<file path="config.mk">
export PLATFORM = sky130hd
export DESIGN_NAME = dds_sweep_ctrl
export DESIGN_NICKNAME = d
export VERILOG_FILES = /design/src/rtl/dds_pkg.sv /design/src/rtl/dds_step_calc.sv /design/src/rtl/dds_sweep_ctrl.sv
export SDC_FILE = /design/constraint.sdc
export NUM_CORES = 1
export LEC_CHECK = 0
export ABC_AREA = 1
export BUFFER_PORTS_ARGS = -buffer_cell sky130_fd_sc_hd__buf_2
export CORE_UTILIZATION = 45
export DETAILED_ROUTE_END_ITERATION = 6
export SETUP_SLACK_MARGIN = 0.4
export SYNTH_ARGS = -nofsm -noshare
export SYNTH_HDL_FRONTEND = slang
export SYNTH_HIERARCHICAL = 1
export SYNTH_SLANG_ARGS = --single-unit
export TNS_END_PERCENT = 30
</file>
<file path="constraint.sdc">
create_clock -name clk -period 3.8 [get_ports clk]
set_input_delay 0.38 -clock clk [delete_from_list [all_inputs] [get_ports clk]]
set_output_delay 0.38 -clock clk [all_outputs]
set_load 0.1 [all_outputs]
</file>
<file path="src/rtl/dds_pkg.sv">
// Shared types and default widths for the DDS sweep controller and its helpers.
package dds_pkg;

  localparam int DEF_PHASE_WIDTH = 32;
  localparam int DEF_DWELL_WIDTH = 24;

  typedef enum logic [1:0] {
    WAVE_SIN = 2'd0,
    WAVE_TRI = 2'd1,
    WAVE_SAW = 2'd2,
    WAVE_SQR = 2'd3
  } wave_e;

  typedef enum logic [1:0] {
    ST_IDLE = 2'd0,
    ST_RUN  = 2'd1,
    ST_DONE = 2'd2
  } sweep_state_e;

  typedef enum logic {
    DIR_UP   = 1'b0,
    DIR_DOWN = 1'b1
  } sweep_dir_e;

endpackage

</file>
<file path="src/rtl/dds_step_calc.sv">
// Next sweep point, clamped to the stop word on overshoot, carry/borrow or zero step.
// Purely combinational; no handshake.
module dds_step_calc
  import dds_pkg::*;
#(
  parameter int W = DEF_PHASE_WIDTH
) (
  input  logic [W-1:0] cur_word,
  input  logic [W-1:0] step_word,
  input  logic [W-1:0] stop_word,
  input  sweep_dir_e   dir,
  output logic [W-1:0] next_word
);

  logic [W:0] sum;
  logic [W:0] diff;

  always_comb begin
    sum       = {1'b0, cur_word} + {1'b0, step_word};
    diff      = {1'b0, cur_word} - {1'b0, step_word};
    next_word = stop_word;
    // A zero step would never reach stop, so it jumps straight there.
    if (step_word != '0) begin
      if (dir == DIR_UP) begin
        if (!sum[W] && (sum[W-1:0] <= stop_word)) next_word = sum[W-1:0];
      end else begin
        if (!diff[W] && (diff[W-1:0] >= stop_word)) next_word = diff[W-1:0];
      end
    end
  end

endmodule

</file>
<file path="src/rtl/dds_sweep_ctrl.sv">
// Frequency sweep controller: command accepted in IDLE, outputs registered one cycle later,
// each point held dwell+1 cycles; cfg_ready low outside IDLE is the only backpressure.
module dds_sweep_ctrl
  import dds_pkg::*;
#(
  parameter int PHASE_WIDTH = DEF_PHASE_WIDTH,
  parameter int DWELL_WIDTH = DEF_DWELL_WIDTH
) (
  input  logic                   clk,
  input  logic                   rst_n,
  input  logic                   cfg_valid,
  output logic                   cfg_ready,
  input  logic [PHASE_WIDTH-1:0] cfg_start_word,
  input  logic [PHASE_WIDTH-1:0] cfg_stop_word,
  input  logic [PHASE_WIDTH-1:0] cfg_step_word,
  input  logic [DWELL_WIDTH-1:0] cfg_dwell,
  input  logic [PHASE_WIDTH-1:0] cfg_pha_word,
  input  logic [1:0]             cfg_wave_type,
  input  logic                   cfg_loop,
  input  logic                   abort,
  output logic [PHASE_WIDTH-1:0] fre_word,
  output logic [PHASE_WIDTH-1:0] pha_word,
  output logic [1:0]             wave_type,
  output logic                   busy,
  output logic                   sweep_done
);

  sweep_state_e           state_q, state_d;
  logic [PHASE_WIDTH-1:0] start_q, start_d;
  logic [PHASE_WIDTH-1:0] stop_q, stop_d;
  logic [PHASE_WIDTH-1:0] step_q, step_d;
  logic [DWELL_WIDTH-1:0] dwell_q, dwell_d;
  logic                   loop_q, loop_d;
  sweep_dir_e             dir_q, dir_d;
  logic [DWELL_WIDTH-1:0] dwell_cnt_q, dwell_cnt_d;
  logic [PHASE_WIDTH-1:0] fre_word_q, fre_word_d;
  logic [PHASE_WIDTH-1:0] pha_word_q, pha_word_d;
  wave_e                  wave_type_q, wave_type_d;
  logic [PHASE_WIDTH-1:0] next_word;

  dds_step_calc #(
    .W (PHASE_WIDTH)
  ) u_step_calc (
    .cur_word  (fre_word_q),
    .step_word (step_q),
    .stop_word (stop_q),
    .dir       (dir_q),
    .next_word (next_word)
  );

  always_comb begin
    state_d     = state_q;
    start_d     = start_q;
    stop_d      = stop_q;
    step_d      = step_q;
    dwell_d     = dwell_q;
    loop_d      = loop_q;
    dir_d       = dir_q;
    dwell_cnt_d = dwell_cnt_q;
    fre_word_d  = fre_word_q;
    pha_word_d  = pha_word_q;
    wave_type_d = wave_type_q;

    unique case (state_q)
      ST_IDLE: begin
        // abort is meaningless here; a simultaneous command still goes through.
        if (cfg_valid) begin
          start_d     = cfg_start_word;
          stop_d      = cfg_stop_word;
          step_d      = cfg_step_word;
          dwell_d     = cfg_dwell;
          loop_d      = cfg_loop;
          dir_d       = (cfg_stop_word >= cfg_start_word) ? DIR_UP : DIR_DOWN;
          dwell_cnt_d = cfg_dwell;
          fre_word_d  = cfg_start_word;
          pha_word_d  = cfg_pha_word;
          wave_type_d = wave_e'(cfg_wave_type);
          state_d     = ST_RUN;
        end
      end

      ST_RUN: begin
        if (abort) begin
          state_d = ST_IDLE;
        end else if (dwell_cnt_q != '0) begin
          dwell_cnt_d = dwell_cnt_q - 1'b1;
        end else if (fre_word_q != stop_q) begin
          fre_word_d  = next_word;
          dwell_cnt_d = dwell_q;
        end else if (loop_q) begin
          fre_word_d  = start_q;
          dwell_cnt_d = dwell_q;
        end else begin
          state_d = ST_DONE;
        end
      end

      ST_DONE: begin
        // Abort here changes nothing: the done pulse is already on the wire.
        state_d = ST_IDLE;
      end

      default: begin
        state_d = ST_IDLE;
      end
    endcase
  end

  always_ff @(posedge clk or negedge rst_n) begin
    if (!rst_n) begin
      state_q     <= ST_IDLE;
      start_q     <= '0;
      stop_q      <= '0;
      step_q      <= '0;
      dwell_q     <= '0;
      loop_q      <= 1'b0;
      dir_q       <= DIR_UP;
      dwell_cnt_q <= '0;
      fre_word_q  <= '0;
      pha_word_q  <= '0;
      wave_type_q <= WAVE_SIN;
    end else begin
      state_q     <= state_d;
      start_q     <= start_d;
      stop_q      <= stop_d;
      step_q      <= step_d;
      dwell_q     <= dwell_d;
      loop_q      <= loop_d;
      dir_q       <= dir_d;
      dwell_cnt_q <= dwell_cnt_d;
      fre_word_q  <= fre_word_d;
      pha_word_q  <= pha_word_d;
      wave_type_q <= wave_type_d;
    end
  end

  assign cfg_ready  = (state_q == ST_IDLE);
  assign busy       = (state_q == ST_RUN);
  assign sweep_done = (state_q == ST_DONE);
  assign fre_word   = fre_word_q;
  assign pha_word   = pha_word_q;
  assign wave_type  = wave_type_q;

endmodule

</file>
==> flow_metrics.tcl <==
set metrics [dict create \
    initialDrtViolationCount 1741 \
    syn-mean-instance-area_um2 6.09 \
    synthTopCellsByArea "dfrtp_1 (26%), nand2_1 (24%), ha_1 (10%), inv_1 (9.9%), nand3_1 (6.9%)" \
    cp-end-kind "flip-flop" \
    numCtsBuffers 27 \
    grt_pass1_vias 23000 \
    drv_cap 0 \
    reg2reg_from "fre_word[17]" \
    cts_root_buf "clkbuf_16" \
    synthArstFlopShare_pct 100 \
    cts_max_path_buffers 3 \
    syn_nets 3643 \
    hold_path_end "pha_word[14]" \
    r2r_cells 27 \
    cp.required_ns 4.34 \
    ys_types 49 \
    synth_common_cells "nand2_1 (1,293), inv_1 (532), nand3_1 (277)" \
    netlist_instances 3320 \
    wl_met3_mm 4.95 \
    first_pass_iters 6 \
    placed_cells 4365 \
    htree_levels 1 \
    maxSlewViolCount 0 \
    final_area_um2 28200 \
    relSlewSlack_pct 37.2 \
    tightest_slew_ns 0.942 \
    setup_violations 32 \
    syn_area_um2 20200 \
    status "complete, but fails checks" \
    ys_warn_count 6 \
    die_w_um 214 \
    path_class "flip-flop to flip-flop" \
    yosysTopAreaCell "dfrtp_1" \
    worstPathMaxFanout 7 \
    met1_length_mm 35.4 \
    die_h_um 214 \
    fin_crit_sh_pct 107 \
    hp-start "cfg_pha_word[14]" \
    post_drt_wl_per_cell_um 17.8 \
    violations "setup timing" \
    arrival_ns 4.61 \
    vias_per_cell 5.16 \
    grt_usage_pct 34.6 \
    synth_edf_count 0 \
    io_buffer_count 227 \
    clock_latency_ns 0.62 \
    worst_hold_slack_ns 0.00974 \
    dieArea_um2 45800 \
    place.gp.congestion 0.976 \
    antenna_cells 0 \
    vias 23500 \
    dp_hpwl_mm 62.7 \
    seq_area_frac_synth_pct 26.5 \
    final_core_util_pct 63.5 \
    gr-total-overflow 0 \
    place_area_um2 24700 \
    grt_pass1_wl_mm 125 \
    ant_nets 0 \
    fmax_mhz 246 \
    ioPinCount 228 \
    highest_layer "met4" \
    clkTransAtPathRegs_ns 0.06 \
    fin_cells 4549 \
    area_growth_pct 39.2 \
    fin_nets 4260 \
    holdPathStages 3 \
    drc 0 \
    fin_crit_ns 4.07 \
    rrSetupSlack_ns -0.27 \
    synth.most_common_cell "nand2_1" \
    cts.sinks 214 \
    num_rows 77 \
    route.met2.wl_mm 37.1 \
    hold_class "input pin to flip-flop" \
    final-hold-violation-count 0 \
    initial_utilization_pct 45.6 \
    r2r_end "fre_word[8]" \
    cts_tree "yes" \
    synth-main-ff-cell "dfrtp_1" \
    antenna_found_initial 0 \
    rsz0062_at_grt "yes" \
    synth_seq_cells 214 \
    drive_gt1_share_pct 29.2 \
    wl_mm 81.1 \
    core_area_um2 44300 \
    start_kind "flip-flop" \
    nFillCells 4157 \
    synth_top_area_share_pct 26.5 \
    grt_max_degree 91 \
    finalWorstSetupSlack_ns -0.272 \
    fin_skew_ns 0.0473 \
]
==> repair_timing <==
item                       CTS  global route
hold endpoints to repair   132             0
gates cloned                 1             1
gates resized for setup    187           167
setup buffers               43            30
setup endpoints to repair   32            32
pin swaps                   85           107
hold buffers                60             0
==> logic make-up after synthesis <==
logic type | share of synthesized area (%)
compound gates | 8.30
fa+ha+maj | 10.2
xor+xnor | 2.47
buf+inv | 13.8
simple gates | 38.7
flops | 26.5
==> layout by cell type (no fill, tap or decap), types with 97 or more instances in the layout <==
cell type	netlist	final
nand2_1	1293	1180
inv_1	532	503
buf_4	21	402
nand3_1	277	245
buf_2	32	227
dfrtp_1	214	183
nor2_1	197	145
ha_1	162	114
a21oi_1	146	110
nand2_2	8	104
o21ai_0	102	97
==> cell type report <==
| type | instances | area [µm²] | share of cell area [%] |
|---|---|---|---|
| clock buffer | 38 | 787 | 2.80 |
| clock inverter | 11 | 110 | 0.391 |
| timing repair buffer | 719 | 5140 | 18.3 |
| inverter | 559 | 2110 | 7.48 |
| sequential | 214 | 5470 | 19.4 |
| tap | 592 | 741 | 2.63 |
| multi-input combinational | 2416 | 13800 | 49.0 |
==> critical path: stages, from the launching register on <==
cell      delay (ns)
dfrtp_4         0.54
ha_4            0.39
nand2_4         0.08
buf_4           0.14
nor2_2          0.13
nand2_1         0.16
o21bai_1        0.21
nand3_1         0.08
nand2_1         0.06
nand2_2         0.11
inv_1           0.06
ha_1            0.30
a21oi_1         0.18
nand3b_1        0.15
nand3_1         0.10
a21oi_2         0.17
nand2_4         0.12
buf_12          0.16
buf_4           0.14
nand3b_1        0.10
nand3_1         0.09
nand2_1         0.07
nand2_1         0.05
nand2_1         0.06
inv_1           0.04
nand2_1         0.06
nand3_1         0.07
a21oi_1         0.17
==> metrics by stage <==
step	worst slack, ns	setup TNS, ns
after detailed placement	-0.539	-14.79
final	-0.272	-6.85
after floorplan	0.237	0
after global routing	-0.517	-14.21
after global placement	-0.533	-13.96
after CTS	-0.168	-3.76
==> worst max-delay path by stage <==
stage                  from      endpoint  slack, ns
2_1_floorplan   fre_word[0]  fre_word[30]       0.24
3_3_place_gp   fre_word[23]   fre_word[6]      -0.53
3_5_place_dp   fre_word[23]   fre_word[6]      -0.54
4_1_cts        fre_word[11]  fre_word[25]      -0.17
5_1_grt         fre_word[0]  fre_word[30]      -0.52
6_report       fre_word[17]   fre_word[8]      -0.27
==> flip-flops by register name, indices dropped and copies added (netlist names) <==
| name | count |
|---|---|
| fre_word | 32 |
| state_q | 2 |
| wave_type | 2 |
| dwell_q | 24 |
| loop_q | 1 |
| pha_word | 32 |
| step_q | 32 |
| dwell_cnt_q | 24 |
| start_q | 32 |
| dir_q | 1 |
| stop_q | 32 |
==> metal layers <==
metal | global-route usage, % | vias up
met3 | 3.82 | 170
met1 | 46.1 | 11000
met5 | 0 | -
met4 | 14.8 | 0
li1 | - | 11400
met2 | 56.5 | 857
Power is not shown: default switching activity piles up to over one toggle a cycle in this logic, so the estimate is an artifact.
